## config.mk

```make
export PLATFORM = sky130hd
export DESIGN_NAME = dcache_line_buffer
export DESIGN_NICKNAME = d
export VERILOG_FILES = /design/src/rtl/dcache_line_buffer.sv
export SDC_FILE = /design/constraint.sdc
export NUM_CORES = 1
export LEC_CHECK = 0
export CAP_MARGIN = 25
export CELL_PAD_IN_SITES_DETAIL_PLACEMENT = 2
export CELL_PAD_IN_SITES_GLOBAL_PLACEMENT = 2
export CORE_UTILIZATION = 29
export DETAILED_ROUTE_END_ITERATION = 12
export GPL_TIMING_DRIVEN = 0
export PLACE_DENSITY_LB_ADDON = 0.1
export SYNTH_ARGS = -nofsm -noshare
export SYNTH_HDL_FRONTEND = slang
export SYNTH_SLANG_ARGS = --single-unit
```

## constraint.sdc

```tcl
create_clock -name clock -period 5.2 [get_ports clock]
set_input_delay 1.04 -clock clock [delete_from_list [all_inputs] [get_ports clock]]
set_output_delay 1.04 -clock clock [all_outputs]
set_load 0.01 [all_outputs]
```

## src/rtl/dcache_line_buffer.sv

```systemverilog
// Refill line buffer for the non-blocking D-cache MSHR path: collects refill beats by
// (id, offset), tracks per-beat validity and serves 1-cycle-latency beat reads.
module dcache_line_buffer #(
    parameter int N_LINES = 4,
    parameter int BEATS   = 4,
    parameter int DATA_W  = 64,
    parameter int BYPASS  = 1,
    parameter int ID_W    = (N_LINES > 1) ? $clog2(N_LINES) : 1,
    parameter int OFF_W   = (BEATS > 1) ? $clog2(BEATS) : 1
) (
    input  logic                clock,
    input  logic                reset_n,
    input  logic                wr_valid,
    output logic                wr_ready,
    input  logic [ID_W-1:0]     wr_id,
    input  logic [OFF_W-1:0]    wr_offset,
    input  logic [DATA_W-1:0]   wr_data,
    output logic                wr_dup,
    input  logic                rd_valid,
    input  logic [ID_W-1:0]     rd_id,
    input  logic [OFF_W-1:0]    rd_offset,
    output logic                rd_resp_valid,
    output logic [DATA_W-1:0]   rd_resp_data,
    output logic                rd_resp_err,
    input  logic                free_valid,
    input  logic [ID_W-1:0]     free_id,
    output logic [N_LINES-1:0]  line_full
);

    logic [N_LINES-1:0][BEATS-1:0][DATA_W-1:0] data_q, data_d;
    logic [N_LINES-1:0][BEATS-1:0]             mask_q, mask_d;
    logic [N_LINES-1:0][BEATS-1:0]             wr_hit, rd_sel;
    logic [N_LINES-1:0]                        free_hit;
    logic [DATA_W-1:0]                         rd_beat_data;
    logic                                      wr_acc, rd_mask_hit, rd_bypass;
    logic                                      wr_dup_q, wr_dup_d;
    logic                                      resp_valid_q, resp_valid_d;
    logic                                      resp_err_q, resp_err_d;
    logic [DATA_W-1:0]                         resp_data_q, resp_data_d;

    // A free to the same entry back-pressures the write so the free always wins.
    assign wr_ready = !(free_valid && (free_id == wr_id));
    assign wr_acc   = wr_valid && wr_ready;

    // One-hot beat selects; out-of-range indices match no entry, dropping the write.
    always_comb begin
        for (int i = 0; i < N_LINES; i++) begin
            free_hit[i] = free_valid && (free_id == ID_W'(i));
            for (int b = 0; b < BEATS; b++) begin
                wr_hit[i][b] = wr_acc && (wr_id == ID_W'(i)) && (wr_offset == OFF_W'(b));
                rd_sel[i][b] = (rd_id == ID_W'(i)) && (rd_offset == OFF_W'(b));
            end
        end
    end

    // Next-state for beat data, validity mask and duplicate-write flag.
    always_comb begin
        wr_dup_d = 1'b0;
        for (int i = 0; i < N_LINES; i++) begin
            for (int b = 0; b < BEATS; b++) begin
                data_d[i][b] = wr_hit[i][b] ? wr_data : data_q[i][b];
                mask_d[i][b] = !free_hit[i] && (mask_q[i][b] || wr_hit[i][b]);
                wr_dup_d     = wr_dup_d || (wr_hit[i][b] && mask_q[i][b]);
            end
        end
    end

    // Read mux against pre-edge state, plus same-cycle write forwarding.
    always_comb begin
        rd_beat_data = {DATA_W{1'b0}};
        for (int i = 0; i < N_LINES; i++) begin
            for (int b = 0; b < BEATS; b++) begin
                rd_beat_data = rd_beat_data | (rd_sel[i][b] ? data_q[i][b] : {DATA_W{1'b0}});
            end
        end
        rd_mask_hit = |(rd_sel & mask_q);
        rd_bypass   = (BYPASS != 0) && (|(rd_sel & wr_hit));
    end

    // Response next-state; values hold while no read is issued.
    always_comb begin
        resp_valid_d = rd_valid;
        resp_err_d   = resp_err_q;
        resp_data_d  = resp_data_q;
        if (rd_valid) begin
            if (rd_bypass) begin
                resp_err_d  = 1'b0;
                resp_data_d = wr_data;
            end else if (rd_mask_hit) begin
                resp_err_d  = 1'b0;
                resp_data_d = rd_beat_data;
            end else begin
                resp_err_d  = 1'b1;
                resp_data_d = {DATA_W{1'b0}};
            end
        end else begin
            resp_err_d  = resp_err_q;
            resp_data_d = resp_data_q;
        end
    end

    // Line completion is decoded straight from the registered mask.
    always_comb begin
        for (int i = 0; i < N_LINES; i++) begin
            line_full[i] = &mask_q[i];
        end
    end

    // Control and response registers; reset drops any in-flight response.
    always_ff @(posedge clock or negedge reset_n) begin
        if (!reset_n) begin
            mask_q       <= {(N_LINES * BEATS){1'b0}};
            wr_dup_q     <= 1'b0;
            resp_valid_q <= 1'b0;
            resp_err_q   <= 1'b0;
            resp_data_q  <= {DATA_W{1'b0}};
        end else begin
            mask_q       <= mask_d;
            wr_dup_q     <= wr_dup_d;
            resp_valid_q <= resp_valid_d;
            resp_err_q   <= resp_err_d;
            resp_data_q  <= resp_data_d;
        end
    end

    // Beat storage is qualified by the mask, so it needs no reset.
    always_ff @(posedge clock) begin
        data_q <= data_d;
    end

    assign wr_dup        = wr_dup_q;
    assign rd_resp_valid = resp_valid_q;
    assign rd_resp_err   = resp_err_q;
    assign rd_resp_data  = resp_data_q;

endmodule

```

==> results by group <==
STA
  • Clk_skew: 0.0235 ns
  • Max_slew headroom: 21.8%
  • Endpoints failing setup: 0
  • Slew Viols, Final: 0
  • Min Hold Slack: 0.189 ns
  • Period utilization: 89.4%
  • Setup TNS: 0 ns
  • Final hold vios: 0
  • Peak Freq: 0.215 GHz
  • Worst Max-Slew Pin Slew: 1.17 ns
  • Tmin final: 4.65 ns
  • RSZ-0062 raised after global routing: no

Clock tree
  • Clk root buf: clkbuf_16
  • Worst-skew pair later-pin latency: 0.78 ns
  • # hold bufs at CTS: 0
  • H-tree depth: 4
  • CTS tree: yes
  • Postcts setup bufs: 0
  • Maximum clock insertion buffer count: 3
  • CTS Buf Count: 133
  • CTS clock-pin slew for the worst setup and hold paths: 0.06 ns
  • Post_cts resized: 0
  • Clock Sinks: 1107

Synthesis
  • Dominant synthesized flop cell: edfxtp_1
  • Top-area cell type share of the netlist area: 71.5%
  • Simple-Gate Fraction of Synth Area: 4.71%
  • Synthesized net count: 2704
  • Xor and xnor area share after synthesis: 0.0814%
  • Synth area leader: edfxtp_1
  • Post-synthesis register bit count: 1107
  • EDFF count, synth: 1024
  • Yosys cell types: 66
  • Synth Area in Compound Gates: 11.9%
  • Mapped Cells: 2625
  • Post-Syn Area: 0.0430 mm2
  • Post-synth ARST share: 7.50%
  • Synth Area per Inst: 16.4 um2
  • Ys Warns: 0
  • Sequential share of the synthesized area: 76.3%
  • Main combinational cell family by area after synthesis: compound AO/OA/AOI/OAI gates
  • Top cells by area, synth: edfxtp_1 71%, dfrtp_1 4.8%, a22oi_1 3.2%, mux2i_1 3.0%, mux2_2 1.4%
  • Post-synthesis adder-cell area fraction: 0%
  • Mux cell area share after synthesis: 4.71%

GRT
  • First-pass GRT wire length: 300 mm
  • Largest net degree at the start of global routing: 58
  • Vias in the first global route: 30.7k
  • Total global routing overflow: 0
  • Gr usage total: 30.3%
  • Initial antenna violation count: 32

Placement
  • Placed insts: 4840
  • Port bufs: 148
  • Placer Congestion: 0.880
  • Dpl cell area: 0.0500 mm2
  • Post-DP HPWL: 158 mm

Status
  • Run status: finished, final reports clean

Floorplanning
  • Die Area: 0.150 mm2
  • Number of I/O pins: 151
  • Chip Width: 387 um
  • Core Region: 0.146 mm2
  • Die H: 387 um
  • Row cnt: 140
  • Initial Utilization: 29.4%

Worst setup path
  • Req. time, crit path: 5.80 ns
  • Crit path top cell by count: buf_4
  • Crit path largest cell delay: 0.96 ns
  • Worst setup EP type: flop
  • WP data arrival: 5.25 ns
  • Type of the worst setup path: in -> reg
  • Crit-path slowest cell: a211oi_1
  • Largest driver fanout on the critical path: 10
  • Crit path max-delay family: buffers and inverters
  • Crit start category: input port
  • Sum of buffers and inverters on the critical path: 7
  • Worst path cell trace: clkdlybuf4s50_1 > buf_4 > buf_6 > buf_4 > buf_4 > buf_2 > clkbuf_1 > o21ai_0 > a211oi_1 > o221ai_2

Detailed routing
  • Initial DRC Count: 4146
  • Wire per inst: 45.1 um
  • Routed Antenna Nets: 0
  • Routed wire length: 229 mm
  • Drc violations: 0
  • Drt first pass iters: 5
  • Vias per cell: 5.98
  • Vias: 30.4k

Layout
  • Area delta synth->final: 26.0%
  • Layout cells sized above 1: 18.3%
  • Register area: 0.0328 mm2
  • Multi-input logic area: 0.00941 mm2
  • Core Util, Final: 37.0%
  • Filler Cell Count: 14.4k
  • Post-layout net count: 3138
  • Design Area, Final: 0.0542 mm2
  • Final Non-Filler Cells: 5089

Power
  • Switching Share: 25.3%
  • PD cells: 392 mW/mm2
  • Worst vdd ir: 0.254 mV
  • Combinational power share: 9.3%
  • Leakage: 0.0178 uW
  • Sequential share of power: 47.4%
  • Clock share of power: 43.2%
  • P_int: 15900 uW
  • Switch Pwr: 5380 uW

Min path
  • Hold WC Path Type: in -> async

Run
  • Max-capacitance violation count: 0
-- state kept, by name (all words and copies together), names as in the netlist --
register	count
data_q	1024
rd_resp_data	64
mask_q	16
rd_resp_err	1
rd_resp_valid	1
wr_dup	1
-- cells in the mapped netlist (all sizes together) (46+ instances only) --
cell,count
a21oi,71
a22oi,183
a31oi,56
buf,94
clkbuf,74
dfrtp,83
edfxtp,1024
mux2,54
mux2i,128
nand2,75
nand3,58
nor2,129
nor2b,46
nor3,52
o21ai,79
o221ai,51
o22ai,73
-- final timing paths --
kind / slack, ns / endpoint / startpoint / cells after the start
worst max-delay path: 0.55 / rd_resp_data[58] / rd_id[0] / 10
worst min-delay path: 0.19 / rd_resp_data[48] / reset_n / 1
worst max register to register: 2.10 / rd_resp_data[25] / mask_q[6] / 7
worst min register to register: 0.52 / rd_resp_err / rd_resp_err / 1
max in group asynchronous: 4.16 / rd_resp_data[35] / reset_n / 2
min in group clock: 0.52 / rd_resp_err / rd_resp_err / 1
-- power groups by stage --
stage | clock network, uW | registers [uW] | logic, uW
4_1_cts | 9290 | 10100 | 1950
3_5_place_dp | 0 | 10300 | 1940
5_1_grt | 9590 | 10100 | 2000
3_3_place_gp | 0 | 10300 | 1760
6_report | 9190 | 10100 | 1980
2_1_floorplan | 0 | 10200 | 641
-- placed cells by master (no fill, tap or decap), types with 18 or more instances in the layout --
cell,n
buf_6,21
clkbuf_1,90
nor3_1,44
o21ai_0,44
buf_2,69
inv_1,38
clkdlybuf4s50_1,147
buf_12,41
clkbuf_2,27
a21oi_1,71
buf_4,21
edfxtp_1,1024
clkbuf_16,137
o21ai_1,35
o221ai_1,33
nor2_1,102
a22oi_1,182
o22ai_1,73
mux2_2,53
nor2b_1,46
a31oi_1,56
mux2i_1,128
o221ai_2,18
buf_16,37
dfrtp_1,83
a221oi_1,42
buf_8,54
nand2_1,75
clkbuf_8,18
a22o_1,37
nand3_1,58
-- metal layers --
layer / GRT usage, % / vias up / share of wire (%)
met3: 4.66 / 358 / 7.4
met5: 0 / - / 0.014
li1: - / 11600 / -
met2: 49.0 / 1637 / 47
met1: 40.9 / 16900 / 42
met4: 11.2 / 4 / 4.0
-- cells by family after synthesis --
family                    count (synthesis)
AOI/OAI and AO/OA                       701
xor gates and xnor gates                  4
buffers and inverters                   207
DFF                                    1107
muxes                                   188
and+or+nand+nor                         418
-- final cells by class --
type                       count  area share (%)
antenna                        1         0.00462
sequential                  1107            60.6
timing repair buffer         299            7.95
buffer                       168            1.61
clock inverter                49           0.723
clock buffer                 198            7.08
multi-input combinational   1311            17.4
inverter                      39           0.270
tap                         1917            4.43
-- per-stage QoR --
step / setup slack (ns) / power, uW
5_1_grt: 0.717 / 21700
3_3_place_gp: -6.05 / 12000
6_report: 0.549 / 21300
2_1_floorplan: 0.278 / 10900
3_5_place_dp: -0.0380 / 12200
4_1_cts: 0.755 / 21300
Note: power is estimated with default switching activity, not from simulation.
